$ cat config.mk
export PLATFORM = sky130hd
export DESIGN_NAME = if_prefetch_queue_flat
export DESIGN_NICKNAME = d
export VERILOG_FILES = /design/src/rtl/if_prefetch_queue_if.sv /design/src/rtl/if_prefetch_queue.sv /design/src/flat_wrapper.sv
export SDC_FILE = /design/constraint.sdc
export NUM_CORES = 1
export LEC_CHECK = 0
export CORE_MARGIN = 10
export CORE_UTILIZATION = 56
export DETAILED_ROUTE_END_ITERATION = 6
export PLACE_DENSITY = 0.8
export SLEW_MARGIN = 15
export SYNTH_ARGS = -nofsm -noshare
export SYNTH_HDL_FRONTEND = slang
export SYNTH_SLANG_ARGS = --single-unit
$ cat constraint.sdc
create_clock -name clk -period 13.74 [get_ports clk]
set_input_delay 2.748 -clock clk [delete_from_list [all_inputs] [get_ports clk]]
set_output_delay 2.748 -clock clk [all_outputs]
set_load 0.02 [all_outputs]
$ cat src/rtl/if_prefetch_queue_if.sv
// Port bundle for the instruction prefetch queue: the IF-stage side (redirect/take/head outputs)
// and the instruction memory req/ack side.
interface if_prefetch_queue_if;
  logic        redirect;
  logic [31:0] redirect_pc;
  logic        take;
  logic        valid_o;
  logic [31:0] inst_o;
  logic [31:0] pc_o;
  logic [31:0] pcplus4_o;
  logic        mem_req;
  logic [31:0] mem_addr;
  logic        mem_ack;
  logic [31:0] mem_rdata;

  modport slave (
    input  redirect, redirect_pc, take, mem_ack, mem_rdata,
    output valid_o, inst_o, pc_o, pcplus4_o, mem_req, mem_addr
  );

  modport master (
    output redirect, redirect_pc, take, mem_ack, mem_rdata,
    input  valid_o, inst_o, pc_o, pcplus4_o, mem_req, mem_addr
  );
endinterface

$ cat src/rtl/if_prefetch_queue.sv
// Instruction prefetch queue: fetches sequential words over a single-outstanding req/ack port into a
// DEPTH-entry FIFO and presents the head {inst, pc, pc+4} to IF; redirect flushes and restarts fetch.
module if_prefetch_queue #(
  parameter int unsigned DEPTH    = 4,
  parameter logic [31:0] RESET_PC = 32'h0000_0000
) (
  input logic clk,
  input logic rst,
  if_prefetch_queue_if.slave bus
);

  localparam int unsigned AW = (DEPTH > 1) ? $clog2(DEPTH) : 1;
  localparam int unsigned CW = AW + 1;
  localparam logic [CW-1:0] DEPTH_C = CW'(DEPTH);

  typedef enum logic [1:0] {S_IDLE, S_REQ, S_DRAIN} state_t;

  state_t        r_state, w_state_nxt;
  logic [31:0]   r_fetch_pc, w_fetch_pc_nxt;
  logic [31:0]   r_mem_addr, w_mem_addr_nxt;
  logic [31:0]   w_fetch_pc_inc;
  logic [31:0]   r_inst [DEPTH];
  logic [31:0]   r_pc   [DEPTH];
  logic [AW-1:0] r_rd_ptr, r_wr_ptr;
  logic [CW-1:0] r_count, w_count_nxt;
  logic          w_push, w_pop;

  // Redirect overrides both push and pop: the ack'd word and the head are discarded by the flush.
  assign w_pop          = bus.take && (r_count != '0) && !bus.redirect;
  assign w_push         = (r_state == S_REQ) && bus.mem_ack && !bus.redirect;
  assign w_fetch_pc_inc = r_fetch_pc + 32'd4;

  always_comb begin
    w_count_nxt = r_count;
    if (bus.redirect) w_count_nxt = '0;
    else              w_count_nxt = r_count + CW'(w_push) - CW'(w_pop);
  end

  // Space test uses the post-update count, so at most DEPTH entries plus in-flight words ever exist.
  always_comb begin
    w_state_nxt    = r_state;
    w_fetch_pc_nxt = r_fetch_pc;
    w_mem_addr_nxt = r_mem_addr;
    case (r_state)
      S_IDLE: begin
        if (bus.redirect) begin
          w_fetch_pc_nxt = bus.redirect_pc;
          w_mem_addr_nxt = bus.redirect_pc;
          w_state_nxt    = S_REQ;
        end else if (w_count_nxt < DEPTH_C) begin
          w_mem_addr_nxt = r_fetch_pc;
          w_state_nxt    = S_REQ;
        end
      end
      S_REQ: begin
        if (bus.redirect) begin
          w_fetch_pc_nxt = bus.redirect_pc;
          if (bus.mem_ack) begin
            w_mem_addr_nxt = bus.redirect_pc;
            w_state_nxt    = S_REQ;
          end else begin
            w_state_nxt    = S_DRAIN;
          end
        end else if (bus.mem_ack) begin
          w_fetch_pc_nxt = w_fetch_pc_inc;
          if (w_count_nxt < DEPTH_C) begin
            w_mem_addr_nxt = w_fetch_pc_inc;
            w_state_nxt    = S_REQ;
          end else begin
            w_state_nxt    = S_IDLE;
          end
        end
      end
      S_DRAIN: begin
        if (bus.redirect) w_fetch_pc_nxt = bus.redirect_pc;
        if (bus.mem_ack)  w_state_nxt    = S_IDLE;
      end
      default: w_state_nxt = S_IDLE;
    endcase
  end

  always_ff @(posedge clk or posedge rst) begin
    if (rst) begin
      r_state    <= S_IDLE;
      r_fetch_pc <= RESET_PC;
      r_mem_addr <= RESET_PC;
    end else begin
      r_state    <= w_state_nxt;
      r_fetch_pc <= w_fetch_pc_nxt;
      r_mem_addr <= w_mem_addr_nxt;
    end
  end

  always_ff @(posedge clk or posedge rst) begin
    if (rst) begin
      r_count  <= '0;
      r_rd_ptr <= '0;
      r_wr_ptr <= '0;
      for (int unsigned i = 0; i < DEPTH; i++) begin
        r_inst[i] <= '0;
        r_pc[i]   <= '0;
      end
    end else begin
      r_count <= w_count_nxt;
      if (bus.redirect) begin
        r_rd_ptr <= '0;
        r_wr_ptr <= '0;
      end else begin
        if (w_pop) r_rd_ptr <= r_rd_ptr + AW'(1);
        if (w_push) begin
          r_inst[r_wr_ptr] <= bus.mem_rdata;
          r_pc[r_wr_ptr]   <= r_fetch_pc;
          r_wr_ptr         <= r_wr_ptr + AW'(1);
        end
      end
    end
  end

  assign bus.mem_req   = (r_state != S_IDLE);
  assign bus.mem_addr  = r_mem_addr;
  assign bus.valid_o   = (r_count != '0);
  assign bus.inst_o    = r_inst[r_rd_ptr];
  assign bus.pc_o      = r_pc[r_rd_ptr];
  assign bus.pcplus4_o = r_pc[r_rd_ptr] + 32'd4;

endmodule
$ cat src/flat_wrapper.sv
// flat-port wrapper written by rule: the top's interface ports become plain ports
module if_prefetch_queue_flat 
#(
  parameter int unsigned DEPTH    = 4,
  parameter logic [31:0] RESET_PC = 32'h0000_0000
)
  (clk, rst, bus_redirect, bus_redirect_pc, bus_take, bus_mem_ack, bus_mem_rdata, bus_valid_o, bus_inst_o, bus_pc_o, bus_pcplus4_o, bus_mem_req, bus_mem_addr);
  if_prefetch_queue_if bus_i ();
  input logic clk;
  input logic rst;
  input wire logic [$bits(bus_i.redirect)-1:0] bus_redirect;
  input wire logic [$bits(bus_i.redirect_pc)-1:0] bus_redirect_pc;
  input wire logic [$bits(bus_i.take)-1:0] bus_take;
  input wire logic [$bits(bus_i.mem_ack)-1:0] bus_mem_ack;
  input wire logic [$bits(bus_i.mem_rdata)-1:0] bus_mem_rdata;
  output wire logic [$bits(bus_i.valid_o)-1:0] bus_valid_o;
  output wire logic [$bits(bus_i.inst_o)-1:0] bus_inst_o;
  output wire logic [$bits(bus_i.pc_o)-1:0] bus_pc_o;
  output wire logic [$bits(bus_i.pcplus4_o)-1:0] bus_pcplus4_o;
  output wire logic [$bits(bus_i.mem_req)-1:0] bus_mem_req;
  output wire logic [$bits(bus_i.mem_addr)-1:0] bus_mem_addr;
  assign bus_i.redirect = bus_redirect;
  assign bus_i.redirect_pc = bus_redirect_pc;
  assign bus_i.take = bus_take;
  assign bus_i.mem_ack = bus_mem_ack;
  assign bus_i.mem_rdata = bus_mem_rdata;
  assign bus_valid_o = bus_i.valid_o;
  assign bus_inst_o = bus_i.inst_o;
  assign bus_pc_o = bus_i.pc_o;
  assign bus_pcplus4_o = bus_i.pcplus4_o;
  assign bus_mem_req = bus_i.mem_req;
  assign bus_mem_addr = bus_i.mem_addr;
  if_prefetch_queue #(.DEPTH(DEPTH), .RESET_PC(RESET_PC)) u_core (.clk(clk), .rst(rst), .bus(bus_i));
endmodule
==> impl_metrics.csv, run 1 <==
group,metric,value,unit
status,run_status,"finished clean",
critical_path,crit_type,"flip-flop to output pin",
sta,worst_pin_slew,1.15,ns
final_layout,diodes,0,
floorplanning,core_area,28600,um^2
sta,fin_crit_sh,0.514,
critical_path,cp_max_fo,34,
logic_synthesis,yosysTopAreaCellShare,0.509,
final_layout,final_nets,1482,
critical_path,crit_chain,"buf_4 -> mux4_1 -> nand4_2 -> nor4bb_1 -> buf_4 -> nand4_2 -> xnor2_1 -> clkdlybuf4s50_1",
critical_path,cpPeakStageDelay,0.88,ns
critical_path,rr_worst_depth,13,
logic_synthesis,synth_warnings,0,
logic_synthesis,synth_common_cells,"dfrtp_1, mux2_2, nand2_1, mux4_2, a21oi_1",
critical_path,reg2reg_slack,9.99,ns
logic_synthesis,syn_area_per_cell,12.8,um^2
final_layout,drive_above_1_share,0.274,
routing,wl,40.7,mm
place,dp_hpwl,26.4,mm
clock_network,insertion_delay,0.50,ns
power_and_ir_drop,leakage,8.41,nW
logic_synthesis,synth_edf_count,0,
clock_network,numCtsBuffers,36,
clock_network,cts_resized,0,
critical_path,r2r-start,"u_core.r_count[1]$_DFF_PP0_",
critical_path,worst_path_max_delay_cell,"dfrtp_4",
floorplanning,ios,199,
final_layout,num-fill-cells,2023,
power_and_ir_drop,switching_share,0.370,
floorplanning,fp.dieW,190,um
clock_network,cts-root-buf,"clkbuf_16",
global_route,gr-total-overflow,0,
min_path,hold_depth,2,
logic_synthesis,syn_inst,1266,
power_and_ir_drop,max-vdd-ir-drop,0.195,mV
logic_synthesis,syn-num-nets,1344,
critical_path,end_kind,"output pin",
place,dp_slack,7.08,ns
sta,fin_crit,7.06,ns
routing,first_iter_violations,914,
sta,setup-violations-final,0,
clock_network,cts.path.max_buffers,3,
clock_network,postCtsHoldBufs,0,
clock_network,cts_tree,"yes",
power_and_ir_drop,power,4.83,mW
power_and_ir_drop,seq_power_share,0.349,
logic_synthesis,syn_area,16200,um^2
clock_network,cts_sinks,329,
sta,timing.fmax,142,MHz
sta,hold_viol_final,0,
floorplanning,fp-row-count,62,
floorplanning,die-height,190,um
floorplanning,start_util,0.565,
sta,slew_viol_final,0,
critical_path,crit_arrival,4.31,ns
logic_synthesis,synth.area.top_cells,"dfrtp_1, mux2_2, mux4_2",
sta,setup_ws,6.68,ns
logic_synthesis,synth_area_leader_cell,"dfrtp_1",
min_path,holdPathEnd,"u_core.bus.mem_addr[27]$_DFFE_PP0P_",
critical_path,reg2reg_to,"u_core.bus.mem_addr[30]$_DFFE_PP0P_",
sta,max-slew-margin-rel,0.229,
power_and_ir_drop,clkPwrFrac,0.198,
clock_network,path_clk_slew,0.06,ns
sta,fin_skew,0.0150,ns
logic_synthesis,seq_area_frac_synth,0.509,
routing,wl_per_cell,22.5,um
global_route,grt_max_degree,111,
routing,first_pass_iters,5,
global_route,grt_first_pass_wirelength,64.4,mm
logic_synthesis,synth_most_common_cell,"dfrtp_1",
routing,vias_per_cell,6.07,
logic_synthesis,ys_ff_latch,329,
logic_synthesis,ys_types,64,
logic_synthesis,async_reset_ff_frac,1.00,
global_route,grt_util_all_layers,0.224,
critical_path,cp-start-kind,"flip-flop",
clock_network,postCtsSetupBuffers,0,
final_layout,syn2layout_area_growth,20.3,%
place,place.gp.congestion,0.857,
routing,drc_errors,0,
power_and_ir_drop,power_density,248,nW/um^2
global_route,grt_antenna_before_repair,1,
min_path,hold_start,"u_core.bus.mem_addr[27]$_DFFE_PP0P_",
global_route,grt_pass1_vias,11382,
place,portBuffers,198,
clock_network,h-tree-depth,2,
critical_path,cp.required,10.99,ns
floorplanning,die_area,36100,um^2
routing,vias,10971,
routing,ant_nets,0,
logic_synthesis,ys.flop_type,"dfrtp_1",
min_path,worstHoldPathType,"flip-flop to flip-flop",
power_and_ir_drop,p_comb_frac,0.453,
flow_run,maxCapViolations,0,
power_and_ir_drop,internal-power,3.04,mW
power_and_ir_drop,switchingPower,1.78,mW
sta,finalSetupTns,0,ns
sta,rsz0062_at_grt,"false",
critical path: cells and delay by family (launching register included):
kind	cells	cell delay (ns)
xor gates and xnor gates	1	0.22
muxes	1	0.48
buffers and inverters	3	1.52
and+or+nand+nor	3	0.65
DFF	1	0.88
cells by family (layout without fill, tap and decap cells):
kind of cell | Yosys count | in the layout | share of synthesized area
adder cells (fa/ha/maj) | 9 | 9 | 0.00743
XOR/XNOR | 49 | 49 | 0.0274
multiplexers | 335 | 335 | 0.278
buffers and inverters | 130 | 288 | 0.0365
AND/OR/NAND/NOR | 251 | 251 | 0.0800
AO/OA/AOI/OAI | 163 | 163 | 0.0615
flip-flops | 329 | 329 | 0.509
how the worst max path moves through the flow:
| stage | start | slack, ns | end |
|---|---|---|---|
| 2_1_floorplan | rst | 1.88 | u_core.bus.mem_addr[0]$_DFFE_PP0P_ |
| 3_3_place_gp | u_core.r_rd_ptr[0]$_DFFE_PP0P_ | 7.19 | bus_pcplus4_o[28] |
| 3_5_place_dp | u_core.r_rd_ptr[0]$_DFFE_PP0P_ | 7.08 | bus_pcplus4_o[30] |
| 4_1_cts | u_core.r_rd_ptr[0]$_DFFE_PP0P_ | 6.53 | bus_pcplus4_o[30] |
| 5_1_grt | u_core.r_rd_ptr[0]$_DFFE_PP0P_ | 6.30 | bus_pcplus4_o[30] |
| 6_report | u_core.r_rd_ptr[0]$_DFFE_PP0P_ | 6.68 | bus_pcplus4_o[30] |
power by group through the flow:
stage	clock network (mW)	logic [mW]	registers, mW
4_1_cts	0.973	2.22	1.68
5_1_grt	1.01	2.34	1.74
6_report	0.956	2.19	1.69
3_3_place_gp	0	2.15	1.67
2_1_floorplan	0	1.47	1.56
3_5_place_dp	0	2.20	1.69
per-layer routing:
layer	track usage	routed length (um)
met2	0.373	20200
met1	0.294	17000
met3	0.0447	2660
met4	0.0583	809
met5	0	13
registers in the layout, indices dropped and copies added, names as in the netlist:
name / flops
u_core.bus.mem_addr: 32
u_core.r_count: 3
u_core.r_fetch_pc: 32
u_core.r_inst: 128
u_core.r_pc: 128
u_core.r_rd_ptr: 2
u_core.r_state: 2
u_core.r_wr_ptr: 2
final cells by class:
| class | instances | area, um^2 | area share |
|---|---|---|---|
| inverters | 18 | 75.1 | 0.00386 |
| repair buffers | 212 | 2080 | 0.107 |
| clock inverters | 9 | 120 | 0.00618 |
| flip-flops and latches | 329 | 8240 | 0.424 |
| clock buffers | 49 | 1050 | 0.0541 |
| well taps | 384 | 480 | 0.0247 |
| multi-input cells | 807 | 7390 | 0.380 |
stage by stage:
step | hold WS, ns | area [um^2] | cells | util
6_report | 0.481 | 19400 | 1808 | 0.679
5_1_grt | 0.505 | 19400 | 1808 | 0.679
4_1_cts | 0.485 | 19400 | 1808 | 0.679
3_5_place_dp | 0.472 | 18300 | 1750 | 0.638
3_3_place_gp | 0.464 | 18300 | 1750 | 0.638
2_1_floorplan | 0.456 | 16200 | 1266 | -
cell usage in the layout (no fill, tap or decap), types with 35 or more instances in the layout:
cell,count
o21ai_0,41
nand3_1,37
dfrtp_1,327
a21oi_1,55
clkbuf_16,37
xnor2_1,35
clkdlybuf4s50_1,197
nor2_1,40
mux2_2,235
nand2_1,75
mux4_2,60
(Power assumes the default switching activity.)
==> inputs of run 2 (changes only) <==
--- a/config.mk
+++ b/config.mk
@@ -6,9 +6,9 @@
 export NUM_CORES = 1
 export LEC_CHECK = 0
 export CORE_MARGIN = 10
-export CORE_UTILIZATION = 56
+export CORE_UTILIZATION = 51
 export DETAILED_ROUTE_END_ITERATION = 6
-export PLACE_DENSITY = 0.8
+export PLACE_DENSITY = 0.77
 export SLEW_MARGIN = 15
 export SYNTH_ARGS = -nofsm -noshare
 export SYNTH_HDL_FRONTEND = slang
==> constraint.sdc (replaced) <==
create_clock -name clk -period 6.4 [get_ports clk]
set_input_delay 1.28 -clock clk [delete_from_list [all_inputs] [get_ports clk]]
set_output_delay 1.28 -clock clk [all_outputs]
set_load 0.02 [all_outputs]
==> run 2 against run 1 <==
  * Non-clock buffer count grew 1
  * Hold slack improved by 0.0045 ns
  * Critical path depth decreased by 1
==> impl_metrics.csv, run 2 (same netlist as run 1, synthesis figures left out) <==
group,metric,value,unit
status,run_status,"finished clean",
routing,drc_errors,0,
routing,vias,10858,
floorplanning,die-height,198,um
critical_path,cp.depth,7,
clock_network,cts_resized,0,
clock_network,postCtsSetupBuffers,0,
floorplanning,ios,199,
place,place.gp.congestion,0.806,
clock_network,h-tree-depth,2,
place,portBuffers,198,
final_layout,final_cell_mix,"dfrtp_1, mux2_2, clkdlybuf4s50_1",
clock_network,numCtsBuffers,36,
routing,wl,40.2,mm
global_route,gr-total-overflow,0,
final_layout,reg_top3,"u_core.r_inst: 128 flops, u_core.r_pc: 128 flops",
place,dp_hpwl,25.9,mm
critical_path,r2r-start,"u_core.r_state[0]$_DFFE_PP0P_",
power_and_ir_drop,max-vdd-ir-drop,0.294,mV
global_route,grt_pass1_vias,11340,
critical_path,reg2reg_to,"u_core.bus.mem_addr[22]$_DFFE_PP0P_",
global_route,grt_util_all_layers,0.206,
clock_network,cts-root-buf,"clkbuf_16",
routing,vias_per_cell,5.93,
final_layout,final_util,0.620,
clock_network,path_clk_slew,0.06,ns
place,place_area,18300,um^2
critical_path,worstSetupStartpoint,"u_core.r_rd_ptr[0]$_DFFE_PP0P_",
critical_path,crit_arrival,3.94,ns
critical_path,reg2reg_slack,2.75,ns
routing,ant_nets,0,
global_route,grt_antenna_before_repair,2,
power_and_ir_drop,power,10.3,mW
power_and_ir_drop,leakage,8.39,nW
sta,fin_crit,5.22,ns
final_layout,drive_above_1_share,0.271,
critical_path,rr_worst_depth,10,
critical_path,cp_max_fo,31,
sta,timing.fmax,192,MHz
clock_network,insertion_delay,0.51,ns
clock_network,postCtsHoldBufs,0,
sta,fin_skew,0.00935,ns
min_path,worstHoldPathType,"flip-flop to flip-flop",
sta,hold_viol_final,0,
critical_path,crit_type,"flip-flop to output pin",
power_and_ir_drop,power_density,530,nW/um^2
min_path,hold_depth,2,
final_layout,fin_area,19500,um^2
floorplanning,fp-row-count,65,
clock_network,cts_sinks,329,
critical_path,worst_path_max_delay_cell,"dfrtp_4",
critical_path,cpPeakStageDelay,0.87,ns
sta,setup-violations-final,0,
flow_run,maxCapViolations,0,
routing,first_iter_violations,931,
sta,finalSetupTns,0,ns
sta,worst_pin_slew,1.13,ns
sta,fin_crit_sh,0.815,
critical_path,crit_family,"simple AND/OR/NAND/NOR gates",
routing,first_pass_iters,5,
floorplanning,start_util,0.515,
floorplanning,fp.dieW,198,um
final_layout,multiInputGateArea,7390,um^2
critical_path,crit_chain,"mux4_2 -> ha_1 -> and3_1 -> nand3_1 -> nor4_2 -> xor2_1 -> clkdlybuf4s50_1",
critical_path,cp-start-kind,"flip-flop",
clock_network,cts.path.max_buffers,3,
global_route,grt_max_degree,166,
sta,slew_viol_final,0,
critical_path,endpoint,"bus_pcplus4_o[20]",
global_route,grt_first_pass_wirelength,64.2,mm
final_layout,layout_commonest_cell,"dfrtp_1",
floorplanning,core_area,31400,um^2
critical_path,cp.required,5.12,ns
floorplanning,die_area,39200,um^2
sta,max-slew-margin-rel,0.247,
critical_path,end_kind,"output pin",
clock_network,cts_tree,"yes",
routing,wl_per_cell,22.0,um
critical_path,crit_buf_inv,1,
final_layout,final_nets,1483,
final_layout,num-fill-cells,2397,
final_layout,regArea,8240,um^2
sta,rsz0062_at_grt,"false",
final_layout,syn2layout_area_growth,20.3,%
## run 2: power by group
part	leakage (nW)	switching, mW	internal [mW]	total, mW
Combinational	3.65	2.31	2.38	4.69
Sequential	4.17	0.713	2.90	3.62
Clock	0.559	0.801	1.20	2.00
Total	8.39	3.83	6.48	10.3
## run 2: per-stage QoR
stage / setup WS [ns] / hold WS (ns) / instances
after global routing: 0.946 / 0.495 / 1829
final: 1.18 / 0.485 / 1831
after global placement: 1.55 / 0.466 / 1769
after CTS: 1.11 / 0.488 / 1829
after detailed placement: 1.49 / 0.475 / 1769
after floorplan: 0.727 / 0.456 / 1266
## run 2: worst register-to-register path, stage by stage, from the launching register on
cell      delay [ns]
dfrtp_1         0.47
nor2b_1         0.22
nand2_1         0.14
nor2_2          0.41
ha_1            0.22
inv_1           0.05
fa_1            0.36
xnor3_1         0.23
o221ai_4        0.67
buf_4           0.39
mux2_2          0.37
## run 2: routing by layer
layer | routed length (um) | global-route usage | vias up
li1 | - | - | 4916
met1 | 17100 | 0.269 | 5545
met2 | 19200 | 0.336 | 340
met3 | 3070 | 0.0531 | 57
met4 | 854 | 0.0552 | 0
met5 | 0 | 0 | -
## run 2: worst min path at each step
stage                                             start                                   to  slack, ns
floorplan                   u_core.r_pc[81]$_DFFE_PP0P_          u_core.r_pc[81]$_DFFE_PP0P_       0.46
CTS                 u_core.bus.mem_addr[14]$_DFFE_PP0P_  u_core.bus.mem_addr[14]$_DFFE_PP0P_       0.49
global placement            u_core.r_pc[50]$_DFFE_PP0P_          u_core.r_pc[50]$_DFFE_PP0P_       0.47
finish              u_core.bus.mem_addr[14]$_DFFE_PP0P_  u_core.bus.mem_addr[14]$_DFFE_PP0P_       0.49
global route                 u_core.r_pc[9]$_DFFE_PP0P_           u_core.r_pc[9]$_DFFE_PP0P_       0.49
detailed placement  u_core.bus.mem_addr[11]$_DFFE_PP0P_  u_core.bus.mem_addr[11]$_DFFE_PP0P_       0.47
## run 2: cell type report
class | instances | area share
clock buffers | 56 | 0.0559
clock inverters | 4 | 0.00251
multi-input cells | 807 | 0.380
diodes | 2 | 0.000257
repair buffers | 213 | 0.108
well taps | 402 | 0.0259
inverters | 18 | 0.00367
flip-flops and latches | 329 | 0.424
==> inputs of run 3 (changes only) <==
--- a/config.mk
+++ b/config.mk
@@ -6,9 +6,9 @@
 export NUM_CORES = 1
 export LEC_CHECK = 0
 export CORE_MARGIN = 10
-export CORE_UTILIZATION = 51
+export CORE_UTILIZATION = 56
 export DETAILED_ROUTE_END_ITERATION = 6
-export PLACE_DENSITY = 0.77
+export PLACE_DENSITY = 0.8
 export SLEW_MARGIN = 15
 export SYNTH_ARGS = -nofsm -noshare
 export SYNTH_HDL_FRONTEND = slang
==> constraint.sdc (replaced) <==
create_clock -name clk -period 4.81 [get_ports clk]
set_input_delay 0.962 -clock clk [delete_from_list [all_inputs] [get_ports clk]]
set_output_delay 0.962 -clock clk [all_outputs]
set_load 0.02 [all_outputs]
==> run 3 against run 2 <==
  * First-iteration DRC count shrank 18%
  * Clock skew grew 0.0023 ns
  * Combinational power grew 35%
  * Hold slack lost 0.0077 ns
  * Routed wire length grew 0.50%
  * Cell area grew 0.65%
  * Via count grew 1.2%
  * Critical path depth is the same
  * Power grew 35%
  * Die area shrank 8.0%
  * Count of clock-buffer cells in the layout shrank 2
  * Largest power group unchanged
==> impl_metrics.csv, run 3 (same netlist as run 1, synthesis figures left out) <==
group,metric,value,unit
sta,worst_pin_slew,1.11,ns
final_layout,num-fill-cells,1993,
global_route,grt_first_pass_wirelength,65.0,mm
final_layout,final_util,0.684,
place,dp_hpwl,26.7,mm
sta,timing.fmax,217,MHz
final_layout,reg_top3,"u_core.r_inst: 128 flops, u_core.r_pc: 128 flops",
clock_network,cts.path.max_buffers,3,
final_layout,diodes,0,
global_route,grt_util_all_layers,0.224,
routing,first_pass_iters,5,
final_layout,drive_above_1_share,0.277,
critical_path,end_kind,"output pin",
floorplanning,die_area,36100,um^2
routing,first_iter_violations,764,
power_and_ir_drop,leakage,8.46,nW
sta,slew_viol_final,0,
final_layout,layoutNonFillerInstCount,1822,
global_route,use_met3,0.0601,
place,post-place-cells,1760,
min_path,hold_depth,2,
critical_path,cp-start-kind,"flip-flop",
final_layout,final_cell_mix,"dfrtp_1, mux2_2, clkdlybuf4s50_1",
global_route,top_usage_layer,"met2",
critical_path,rr_worst_depth,12,
routing,vias_per_cell,6.03,
min_path,holdPathEnd,"u_core.bus.mem_addr[17]$_DFFE_PP0P_",
clock_network,postCtsHoldBufs,0,
clock_network,cts_tree,"yes",
critical_path,cp_max_fo,19,
global_route,grt_pass1_vias,11607,
floorplanning,fp-row-count,62,
critical_path,cp.required,3.85,ns
min_path,worstHoldPathType,"flip-flop to flip-flop",
sta,max-slew-margin-rel,0.262,
clock_network,path_clk_slew,0.06,ns
final_layout,final_nets,1492,
sta,fin_crit,4.60,ns
routing,wl_per_cell,22.2,um
critical_path,reg2reg_slack,1.52,ns
floorplanning,die-height,190,um
sta,setup-violations-final,0,
final_layout,layout_commonest_cell,"dfrtp_1",
status,run_status,"finished clean",
routing,vias,10984,
min_path,hold_start,"u_core.bus.mem_addr[17]$_DFFE_PP0P_",
final_layout,syn2layout_area_growth,21.1,%
floorplanning,start_util,0.565,
sta,hold_viol_final,0,
critical_path,crit_arrival,3.64,ns
sta,fin_skew,0.0116,ns
clock_network,cts_resized,0,
sta,fin_crit_sh,0.956,
clock_network,cts_sinks,329,
clock_network,postCtsSetupBuffers,0,
global_route,grt_max_degree,108,
power_and_ir_drop,max-vdd-ir-drop,0.437,mV
global_route,grtUsageMet2,0.375,
global_route,gr-total-overflow,0,
clock_network,numCtsBuffers,36,
routing,wl,40.4,mm
critical_path,r2r-start,"u_core.r_count[1]$_DFF_PP0_",
global_route,grt_antenna_before_repair,2,
critical_path,reg2reg_to,"u_core.bus.mem_addr[30]$_DFFE_PP0P_",
flow_run,maxCapViolations,0,
clock_network,cts-root-buf,"clkbuf_16",
place,place.gp.congestion,0.806,
clock_network,h-tree-depth,2,
floorplanning,fp.dieW,190,um
power_and_ir_drop,power,13.9,mW
global_route,gr-usage-met1,0.282,
routing,ant_nets,0,
floorplanning,core_area,28600,um^2
critical_path,crit_type,"flip-flop to output pin",
floorplanning,ios,199,
power_and_ir_drop,power_density,710,nW/um^2
clock_network,insertion_delay,0.52,ns
routing,drc_errors,0,
sta,rsz0062_at_grt,"false",
place,portBuffers,198,
## run 3: metal layers
| layer | up-vias | wire length [um] |
|---|---|---|
| met2 | 361 | 19900 |
| li1 | 4945 | - |
| met1 | 5597 | 16400 |
| met5 | - | 21 |
| met4 | 4 | 927 |
| met3 | 77 | 3120 |
## run 3: how the worst max path moves through the flow
stage,start,end,slack [ns],cells past startpoint
6_report,u_core.r_rd_ptr[0]$_DFFE_PP0P_,bus_pcplus4_o[20],0.21,7
5_1_grt,u_core.r_rd_ptr[0]$_DFFE_PP0P_,bus_pcplus4_o[20],0.05,7
4_1_cts,u_core.r_rd_ptr[0]$_DFFE_PP0P_,bus_pcplus4_o[20],0.17,7
3_5_place_dp,u_core.r_rd_ptr[0]$_DFFE_PP0P_,bus_pcplus4_o[20],0.73,7
3_3_place_gp,u_core.r_rd_ptr[0]$_DFFE_PP0P_,bus_pcplus4_o[20],0.78,7
2_1_floorplan,rst,u_core.bus.mem_addr[0]$_DFFE_PP0P_,-0.54,1
## run 3: power by group
group / switching, mW / total, mW / internal, mW / leakage [nW]
combinational: 3.13 / 6.32 / 3.19 / 3.71
sequential: 0.921 / 4.78 / 3.86 / 4.17
clock: 1.09 / 2.78 / 1.70 / 0.580
total: 5.14 / 13.9 / 8.75 / 8.46
## run 3: layout make-up
cell class | count | area, um^2 | area share
clock buffers | 54 | 1070 | 0.0546
clock inverters | 8 | 128 | 0.00652
inverters | 18 | 71.3 | 0.00364
multi-input cells | 807 | 7390 | 0.378
flip-flops and latches | 329 | 8240 | 0.421
well taps | 384 | 480 | 0.0245
repair buffers | 222 | 2190 | 0.112
## run 3: worst max-delay path, stage by stage, from the launching register on
cell             delay, ns
dfrtp_4               0.65
mux4_2                0.47
ha_1                  0.19
and3_1                0.53
nand3_1               0.27
nor4_2                0.21
xor2_1                0.17
clkdlybuf4s50_1       0.62
## run 3: metrics by stage
step / hold WS (ns) / setup TNS, ns / area (um^2) / setup WS, ns
3_5_place_dp: 0.473 / 0 / 18400 / 0.729
2_1_floorplan: 0.456 / -179.20 / 16200 / -0.545
6_report: 0.478 / 0 / 19600 / 0.210
4_1_cts: 0.486 / 0 / 19600 / 0.172
3_3_place_gp: 0.461 / 0 / 18400 / 0.780
5_1_grt: 0.497 / 0 / 19600 / 0.0485
